--- config.mk ---
export PLATFORM = sky130hd
export DESIGN_NAME = ads1115_sequencer_flat
export DESIGN_NICKNAME = d
export VERILOG_FILES = /design/src/rtl/ads1115_sequencer_if.sv /design/src/rtl/ads1115_sequencer.sv /design/src/flat_wrapper.sv
export SDC_FILE = /design/constraint.sdc
export NUM_CORES = 1
export LEC_CHECK = 0
export ABC_AREA = 1
export BUFFER_PORTS_ARGS = -buffer_cell sky130_fd_sc_hd__buf_2
export CAP_MARGIN = 0
export CORE_ASPECT_RATIO = 1.2
export CORE_MARGIN = 10
export CORE_UTILIZATION = 55
export CTS_BUF_LIST = sky130_fd_sc_hd__clkbuf_8
export CTS_CLUSTER_DIAMETER = 30
export DETAILED_ROUTE_END_ITERATION = 8
export PLACE_DENSITY = 0.78
export SYNTH_ARGS = -nofsm -noshare
export SYNTH_HDL_FRONTEND = slang
export SYNTH_SLANG_ARGS = --single-unit
--- constraint.sdc ---
create_clock -name clk -period 2 [get_ports clk]
set_input_delay 0.2 -clock clk [delete_from_list [all_inputs] [get_ports clk]]
set_output_delay 0.2 -clock clk [all_outputs]
set_load 0.1 [all_outputs]
--- src/rtl/ads1115_sequencer_if.sv ---
// ads1115_sequencer_if
// Handshake between the ADS1115 transaction sequencer and the byte-level
// I2C engine that owns SDA/SCL.
//   instruction   sequencer -> engine  0=START 1=STOP 2=READ 3=WRITE
//   enable        sequencer -> engine  request level; low returns engine to idle
//   byte_to_send  sequencer -> engine  data byte for WRITE
//   byte_received engine -> sequencer  receive register, valid with complete
//   complete      engine -> sequencer  done flag; stays stale until enable is seen
// Modports: master = sequencer side, slave = engine side.
interface ads1115_sequencer_if;
  logic [1:0] instruction;
  logic       enable;
  logic [7:0] byte_to_send;
  logic [7:0] byte_received;
  logic       complete;

  modport master (
    output instruction, enable, byte_to_send,
    input  byte_received, complete
  );

  modport slave (
    input  instruction, enable, byte_to_send,
    output byte_received, complete
  );
endinterface

--- src/rtl/ads1115_sequencer.sv ---
// ads1115_sequencer
// Runs one single-shot ADS1115 conversion per accepted start pulse by stepping
// the I2C engine through: config write, conversion wait, pointer write, and a
// two-byte read. The 16-bit result is presented with a one-cycle data_valid.
//
// Ports:
//   clk, rst_n      system clock, asynchronous active-low reset
//   start           one-cycle request, accepted only while busy=0
//   channel         single-ended input AIN0..3, latched on an accepted start
//   busy            high from the cycle after an accepted start through data_valid,
//                   and during the post-reset holdoff
//   data            last conversion result (first byte off the bus is the MSB)
//   data_valid      one-cycle strobe when data updates
//   i2c             engine handshake (ads1115_sequencer_if.master)
//
// Optional build macro: ADC_POLL_READY_EN
//   defined   : the fixed wait is replaced by polling the config register until
//               OS=1 (capped at 255 polls); WAIT_CYCLES is unused.
//   undefined : fixed WAIT_CYCLES delay between config and pointer write.
module ads1115_sequencer #(
  parameter logic [6:0]  I2C_ADDR    = 7'h48,
  parameter logic [2:0]  PGA         = 3'b001,
  parameter logic [2:0]  DR          = 3'b100,
  parameter int unsigned WAIT_CYCLES = 250000
) (
  input  logic        clk,
  input  logic        rst_n,
  input  logic        start,
  input  logic [1:0]  channel,
  output logic        busy,
  output logic [15:0] data,
  output logic        data_valid,
  ads1115_sequencer_if.master i2c
);

  typedef enum logic [1:0] {
    INSTR_START = 2'd0,
    INSTR_STOP  = 2'd1,
    INSTR_READ  = 2'd2,
    INSTR_WRITE = 2'd3
  } instr_e;

  // Each step of the op list is one of these. The READ flavours only differ
  // in where the received byte goes.
  typedef enum logic [2:0] {
    OP_START,
    OP_STOP,
    OP_WRITE,
    OP_READ_HI,
    OP_READ_LO,
    OP_READ_OS,
    OP_READ_SKIP,
    OP_WAIT
  } op_kind_e;

  typedef struct packed {
    op_kind_e   kind;
    logic [7:0] wr_byte;
  } op_t;

  typedef enum logic [2:0] {
    S_HOLDOFF,
    S_IDLE,
    S_ISSUE,
    S_ARMED,
    S_WAIT_DONE,
    S_RELEASE,
    S_DELAY,
    S_DONE
  } state_e;

  localparam logic [7:0]  ADDR_WR      = {I2C_ADDR, 1'b0};
  localparam logic [7:0]  ADDR_RD      = {I2C_ADDR, 1'b1};
  localparam logic [7:0]  CFG_LO       = {DR, 5'b00011};
  localparam logic [23:0] HOLDOFF_LAST = 24'd2047;
  localparam logic [23:0] WAIT_LAST    = (WAIT_CYCLES == 0) ? 24'd0 : 24'(WAIT_CYCLES - 1);

`ifdef ADC_POLL_READY_EN
  localparam logic [4:0] POLL_FIRST = 5'd6;
  localparam logic [4:0] POLL_LAST  = 5'd10;
  localparam logic [4:0] LAST_STEP  = 5'd19;
  localparam logic [7:0] POLL_FINAL = 8'd254;  // poll_cnt value during the 255th poll
`else
  localparam logic [4:0] LAST_STEP  = 5'd15;
`endif

  // Op list. The pointer register is left at 0x01 after the config write, so
  // the poll reads return the config register and its OS bit.
  function automatic op_t op_at(input logic [4:0] step, input logic [7:0] cfg_hi);
    op_t op;
    op = '{kind: OP_STOP, wr_byte: 8'h00};
    case (step)
      5'd0:  op = '{kind: OP_START,     wr_byte: 8'h00};
      5'd1:  op = '{kind: OP_WRITE,     wr_byte: ADDR_WR};
      5'd2:  op = '{kind: OP_WRITE,     wr_byte: 8'h01};
      5'd3:  op = '{kind: OP_WRITE,     wr_byte: cfg_hi};
      5'd4:  op = '{kind: OP_WRITE,     wr_byte: CFG_LO};
      5'd5:  op = '{kind: OP_STOP,      wr_byte: 8'h00};
`ifdef ADC_POLL_READY_EN
      5'd6:  op = '{kind: OP_START,     wr_byte: 8'h00};
      5'd7:  op = '{kind: OP_WRITE,     wr_byte: ADDR_RD};
      5'd8:  op = '{kind: OP_READ_OS,   wr_byte: 8'h00};
      5'd9:  op = '{kind: OP_READ_SKIP, wr_byte: 8'h00};
      5'd10: op = '{kind: OP_STOP,      wr_byte: 8'h00};
      5'd11: op = '{kind: OP_START,     wr_byte: 8'h00};
      5'd12: op = '{kind: OP_WRITE,     wr_byte: ADDR_WR};
      5'd13: op = '{kind: OP_WRITE,     wr_byte: 8'h00};
      5'd14: op = '{kind: OP_STOP,      wr_byte: 8'h00};
      5'd15: op = '{kind: OP_START,     wr_byte: 8'h00};
      5'd16: op = '{kind: OP_WRITE,     wr_byte: ADDR_RD};
      5'd17: op = '{kind: OP_READ_HI,   wr_byte: 8'h00};
      5'd18: op = '{kind: OP_READ_LO,   wr_byte: 8'h00};
      5'd19: op = '{kind: OP_STOP,      wr_byte: 8'h00};
`else
      5'd6:  op = '{kind: OP_WAIT,      wr_byte: 8'h00};
      5'd7:  op = '{kind: OP_START,     wr_byte: 8'h00};
      5'd8:  op = '{kind: OP_WRITE,     wr_byte: ADDR_WR};
      5'd9:  op = '{kind: OP_WRITE,     wr_byte: 8'h00};
      5'd10: op = '{kind: OP_STOP,      wr_byte: 8'h00};
      5'd11: op = '{kind: OP_START,     wr_byte: 8'h00};
      5'd12: op = '{kind: OP_WRITE,     wr_byte: ADDR_RD};
      5'd13: op = '{kind: OP_READ_HI,   wr_byte: 8'h00};
      5'd14: op = '{kind: OP_READ_LO,   wr_byte: 8'h00};
      5'd15: op = '{kind: OP_STOP,      wr_byte: 8'h00};
`endif
      default: op = '{kind: OP_STOP,    wr_byte: 8'h00};
    endcase
    return op;
  endfunction

  function automatic instr_e kind_to_instr(input op_kind_e kind);
    case (kind)
      OP_START: return INSTR_START;
      OP_STOP:  return INSTR_STOP;
      OP_WRITE: return INSTR_WRITE;
      default:  return INSTR_READ;
    endcase
  endfunction

  state_e      state_q, state_d;
  logic [4:0]  step_q, step_d;
  logic [23:0] cnt_q, cnt_d;        // holdoff and conversion-wait counter
  logic [1:0]  channel_q, channel_d;
  logic [7:0]  data_hi_q, data_hi_d;
  logic [7:0]  data_lo_q, data_lo_d;
  logic [15:0] data_q, data_d;
  logic        busy_q, busy_d;
`ifdef ADC_POLL_READY_EN
  logic        poll_os_q, poll_os_d;
  logic [7:0]  poll_cnt_q, poll_cnt_d;
`endif

  logic [7:0]  cfg_hi;
  op_t         cur_op;

  // OS=1 starts a conversion, MUX[2]=1 selects single-ended AINx vs GND,
  // MODE=1 is single-shot.
  assign cfg_hi = {1'b1, 1'b1, channel_q, PGA, 1'b1};
  assign cur_op = op_at(step_q, cfg_hi);

  // NOTE: state is updated only with non-blocking assignments so every flop
  // samples the pre-edge values computed by the combinational blocks.
  always_ff @(posedge clk or negedge rst_n) begin
    if (!rst_n) begin
      state_q    <= S_HOLDOFF;
      step_q     <= '0;
      cnt_q      <= '0;
      channel_q  <= '0;
      data_hi_q  <= '0;
      data_lo_q  <= '0;
      data_q     <= '0;
      busy_q     <= 1'b0;
`ifdef ADC_POLL_READY_EN
      poll_os_q  <= 1'b0;
      poll_cnt_q <= '0;
`endif
    end else begin
      state_q    <= state_d;
      step_q     <= step_d;
      cnt_q      <= cnt_d;
      channel_q  <= channel_d;
      data_hi_q  <= data_hi_d;
      data_lo_q  <= data_lo_d;
      data_q     <= data_d;
      busy_q     <= busy_d;
`ifdef ADC_POLL_READY_EN
      poll_os_q  <= poll_os_d;
      poll_cnt_q <= poll_cnt_d;
`endif
    end
  end

  // Next-state and datapath updates.
  // NOTE: every signal assigned here gets a default first, so no path can
  // leave one unassigned and infer a latch.
  always_comb begin
    state_d    = state_q;
    step_d     = step_q;
    cnt_d      = cnt_q;
    channel_d  = channel_q;
    data_hi_d  = data_hi_q;
    data_lo_d  = data_lo_q;
    data_d     = data_q;
`ifdef ADC_POLL_READY_EN
    poll_os_d  = poll_os_q;
    poll_cnt_d = poll_cnt_q;
`endif

    case (state_q)
      // Give an engine that kept running through our reset time to drain.
      S_HOLDOFF: begin
        if (cnt_q == HOLDOFF_LAST) begin
          cnt_d   = '0;
          state_d = S_IDLE;
        end else begin
          cnt_d = cnt_q + 24'd1;
        end
      end

      S_IDLE: begin
        if (start) begin
          state_d   = S_ISSUE;
          step_d    = '0;
          channel_d = channel;
`ifdef ADC_POLL_READY_EN
          poll_os_d  = 1'b0;
          poll_cnt_d = '0;
`endif
        end
      end

      S_ISSUE: state_d = S_ARMED;

      // The engine still shows the previous op's complete here.
      S_ARMED: state_d = S_WAIT_DONE;

      S_WAIT_DONE: begin
        if (i2c.complete) begin
          state_d = S_RELEASE;
          case (cur_op.kind)
            OP_READ_HI: data_hi_d = i2c.byte_received;
            OP_READ_LO: data_lo_d = i2c.byte_received;
`ifdef ADC_POLL_READY_EN
            OP_READ_OS: poll_os_d = i2c.byte_received[7];
`endif
            default: ;
          endcase
        end
      end

      S_RELEASE: begin
        if (step_q == LAST_STEP) begin
          state_d = S_DONE;
          data_d  = {data_hi_q, data_lo_q};
`ifdef ADC_POLL_READY_EN
        end else if (step_q == POLL_LAST && !poll_os_q && poll_cnt_q != POLL_FINAL) begin
          state_d    = S_ISSUE;
          step_d     = POLL_FIRST;
          poll_cnt_d = poll_cnt_q + 8'd1;
`endif
        end else if (op_at(step_q + 5'd1, cfg_hi).kind == OP_WAIT) begin
          if (WAIT_CYCLES == 0) begin
            state_d = S_ISSUE;
            step_d  = step_q + 5'd2;
          end else begin
            state_d = S_DELAY;
            step_d  = step_q + 5'd1;
            cnt_d   = '0;
          end
        end else begin
          state_d = S_ISSUE;
          step_d  = step_q + 5'd1;
        end
      end

      S_DELAY: begin
        if (cnt_q == WAIT_LAST) begin
          cnt_d   = '0;
          state_d = S_ISSUE;
          step_d  = step_q + 5'd1;
        end else begin
          cnt_d = cnt_q + 24'd1;
        end
      end

      S_DONE: state_d = S_IDLE;

      default: state_d = S_HOLDOFF;
    endcase
  end

  // busy is registered from the next state so it rises the cycle after an
  // accepted start while still reading 0 during reset.
  always_comb begin
    busy_d = (state_d != S_IDLE);
  end

  // Outputs decoded from the current state. Instruction and byte hold for
  // the whole op, including the RELEASE cycle where enable is low.
  always_comb begin
    i2c.enable       = 1'b0;
    i2c.instruction  = INSTR_START;
    i2c.byte_to_send = 8'h00;
    if (state_q inside {S_ISSUE, S_ARMED, S_WAIT_DONE, S_RELEASE}) begin
      i2c.instruction  = kind_to_instr(cur_op.kind);
      i2c.byte_to_send = (cur_op.kind == OP_WRITE) ? cur_op.wr_byte : 8'h00;
      i2c.enable       = (state_q != S_RELEASE);
    end
  end

  assign busy       = busy_q;
  assign data       = data_q;
  assign data_valid = (state_q == S_DONE);

endmodule

--- src/flat_wrapper.sv ---
// flat-port wrapper written by rule: the top's interface ports become plain ports
module ads1115_sequencer_flat 
#(
  parameter logic [6:0]  I2C_ADDR    = 7'h48,
  parameter logic [2:0]  PGA         = 3'b001,
  parameter logic [2:0]  DR          = 3'b100,
  parameter int unsigned WAIT_CYCLES = 250000
)
  (clk, rst_n, start, channel, busy, data, data_valid, i2c_instruction, i2c_enable, i2c_byte_to_send, i2c_byte_received, i2c_complete);
  ads1115_sequencer_if i2c_i ();
  input  logic clk;
  input  logic rst_n;
  input  logic start;
  input  logic [1:0] channel;
  output logic busy;
  output logic [15:0] data;
  output logic data_valid;
  output wire logic [$bits(i2c_i.instruction)-1:0] i2c_instruction;
  output wire logic [$bits(i2c_i.enable)-1:0] i2c_enable;
  output wire logic [$bits(i2c_i.byte_to_send)-1:0] i2c_byte_to_send;
  input wire logic [$bits(i2c_i.byte_received)-1:0] i2c_byte_received;
  input wire logic [$bits(i2c_i.complete)-1:0] i2c_complete;
  assign i2c_instruction = i2c_i.instruction;
  assign i2c_enable = i2c_i.enable;
  assign i2c_byte_to_send = i2c_i.byte_to_send;
  assign i2c_i.byte_received = i2c_byte_received;
  assign i2c_i.complete = i2c_complete;
  ads1115_sequencer #(.I2C_ADDR(I2C_ADDR), .PGA(PGA), .DR(DR), .WAIT_CYCLES(WAIT_CYCLES)) u_core (.clk(clk), .rst_n(rst_n), .start(start), .channel(channel), .busy(busy), .data(data), .data_valid(data_valid), .i2c(i2c_i));
endmodule
==> flow_summary.yaml <==
critical_path:
  crit_arrival_ps: 2240
  critical_path_class: "register to output pin"
  end_kind: "output pin"
  cp_max_fo: 4
  timing.rr.start: "u_core.step_q[1]"
  cp.required_ps: 1800
  startpoint_type: "register"
  worstSetupStartpoint: "u_core.step_q[0]"
clock_network:
  clock_path_buffers: 2
  root_buffer: "clkbuf_8"
  cts.sinks: 67
  cts_buffers: 9
  htreeDepth: 3
  clkLatencyLatePin_ps: 370
  clkTransAtPathRegs_ps: 90
  cts_tree: "done"
cells_and_area:
  area_growth_pct: 29.5
  stdcell_area_sq_mm: 0.00519
  drive_above_1_share: 0.271
  final_cells: 721
  antenna_cells: 0
  fin_nets: 646
power_and_ir_drop:
  power_density_mw_per_mm2: 974
  pwr-share-comb: 0.441
  p_int_w: 0.00281
  p_clk_frac: 0.239
  ir_drop_uv: 976
  p_sw_w: 0.00224
  p_leak_nw: 2.51
  seqPwrFrac: 0.320
  p_sw_frac: 0.444
synthesis:
  async_reset_ff_frac: 1.00
  syn_inst: 548
  yosysSeqAreaShare: 0.418
  synth_area_sq_mm: 0.00401
  ys_warn_count: 0
  synth_edf_count: 0
  synth_ff_type: "dfrtp_1"
  synth.distinct_cells: 36
  syn_area_per_cell_sq_um: 7.32
  ys_ff_latch: 67
drt:
  vias_per_cell: 5.71
  num_vias: 4120
  drc: 0
  avgRoutedWirePerCell_microns: 16.5
  wl_microns: 11900
  drtIter0Drc: 272
  drt_pre_antenna_iters: 5
  ant_nets: 0
placed_design:
  dp_slack_ps: -33.0
  port-buffer-count: 40
  dp_hpwl_microns: 8200
  placed_cell_area_sq_mm: 0.00471
  place_inst: 695
  routabilityCongestion: 0.977
floorplanning:
  rows: 34
  die_width_microns: 98.0
  die_area_sq_mm: 0.0111
  fp.dieH_microns: 114
  ios: 43
  core_sq_mm: 0.00719
  start_util: 0.558
timing:
  min_period_ps: 2440
  layout_setup_ws_ps: -445
  hold_viol_final: 0
  max-slew-margin-rel: 0.615
  tightest_slew_ps: 578
  slew_violations: 0
  whs_ps: 43.9
  rsz0062_at_grt: "true"
  finalClockSkew_ps: 13.1
  fmax_ghz: 0.409
  fin_crit_sh: 1.22
  finalSetupViolations: 19
min_path:
  hp-class: "primary input to register"
  hp-start: "i2c_byte_received[3]"
global_routing:
  grt_max_degree: 24
  antenna_found_initial: 0
  grt_usage: 0.207
  grt_pass1_vias: 4140
  grt-ovfl-total: 0
  grt_pass1_wl_microns: 19200
outcome:
  violations: "negative setup slack"
  status: "complete, but fails checks"
flow_run:
  cap_violations: 0
## critical path: stages, from the launching register on
cell	delay [ps]
dfrtp_2	460
inv_2	120
ha_4	170
inv_4	40
nor2_4	130
o21ai_2	90
nand3_2	120
nor2_4	50
inv_2	70
buf_6	100
nand3_4	100
nor3_4	250
buf_12	200
## synthesized netlist by cell type, types with 6 or more instances
cell type	instances	share of area
o21ai_0	17	0.021
mux2_2	9	0.025
ha_1	6	0.019
dfrtp_1	67	0.42
nor2_1	70	0.066
mux2_1	7	0.020
o21ai_1	32	0.040
inv_2	9	0.0084
nand3_1	53	0.066
inv_1	61	0.057
o211ai_1	7	0.013
nand2_1	151	0.14
a21oi_1	6	0.0075
nand4_1	13	0.020
## flip-flops by register name, indices dropped and copies added (netlist names)
name	flops
u_core.data_hi_q	8
u_core.step_q	5
u_core.channel_q	2
u_core.cnt_q	24
u_core.data_lo_q	8
u_core.state_q	3
u_core.data	16
u_core.busy	1
## timing repair
| item | in CTS | in global routing |
|---|---|---|
| endpoints found under the setup margin | 12 | 46 |
| hold buffers | 1 | 0 |
| pin swaps | 16 | 9 |
| gates resized for setup | 35 | 17 |
| cloned | 0 | 0 |
| buffers inserted | 3 | 6 |
| endpoints found under the hold margin | 20 | 0 |
## cell usage in the layout (no fill, tap or decap), types with 4 or more instances in the layout
cell | synthesis | layout
dfrtp_1 | 67 | 61
o21ai_1 | 32 | 32
inv_2 | 9 | 13
mux2_4 | 0 | 4
inv_1 | 61 | 54
clkbuf_8 | 0 | 9
mux2_2 | 9 | 9
buf_12 | 0 | 10
nor2_4 | 1 | 12
nand4_1 | 13 | 13
a21oi_1 | 6 | 5
xor2_1 | 4 | 4
buf_4 | 3 | 30
nand3_4 | 1 | 4
nand3_2 | 2 | 6
buf_2 | 3 | 32
nand2_1 | 151 | 145
nor2_1 | 70 | 61
nand3_1 | 53 | 46
nand2_4 | 1 | 5
o21ai_0 | 17 | 14
o211ai_1 | 7 | 7
inv_6 | 0 | 4
dfrtp_2 | 0 | 6
## per-stage QoR
step,setup TNS (ps),util,total power [W]
finish,-2810,0.722,0.00505
global route,-5930,0.722,0.00528
CTS,-1950,0.706,0.00482
detailed placement,-157,0.655,0.00349
global placement,0,0.655,0.00342
floorplan,-475,-,0.00303
## layout make-up
class / count / area [sq um]
clock buffers: 9 / 124
clock inverters: 7 / 81.3
fillers: 532 / 2000
inverters: 72 / 282
multi-input cells: 398 / 2250
flip-flops and latches: 67 / 1680
well taps: 90 / 113
repair buffers: 78 / 659
## logic make-up after synthesis
group	count (synthesis)	synth area share
AOI/OAI and AO/OA	64	0.0864
xor gates and xnor gates	7	0.0153
adders and majority gates	6	0.0187
buffers and inverters	84	0.0905
DFF	67	0.418
muxes	16	0.0449
other	1	0.000935
and+or+nand+nor	303	0.325
## path summary, 6_finish.rpt
| check | end | cells after the start | slack (ps) |
|---|---|---|---|
| max | i2c_byte_to_send[4] | 12 | -440 |
| min | u_core.data_lo_q[3] | 3 | 40 |
| max reg2reg | u_core.cnt_q[16] | 15 | -50 |
| min reg2reg | u_core.data[0] | 2 | 510 |
| max in group asynchronous | u_core.data[12] | 3 | 970 |
| min in group asynchronous | u_core.cnt_q[14] | 2 | 360 |
## power by group through the flow
stage	clock network [W]	logic [W]	registers (W)
floorplan	0	0.00139	0.00164
global placement	0	0.00181	0.00161
detailed placement	0	0.00187	0.00163
CTS	0.00122	0.00200	0.00160
global route	0.00127	0.00239	0.00163
finish	0.00121	0.00223	0.00162
## metal layers
metal | global-route usage | part of all wire | vias to the layer above
met5 | 0 | 0 | -
met4 | 0.123 | 0.038 | 0
met3 | 0.0575 | 0.078 | 40
met2 | 0.354 | 0.51 | 200
met1 | 0.223 | 0.37 | 1955
li1 | - | - | 1925
Note: power is estimated with default switching activity, not from simulation.
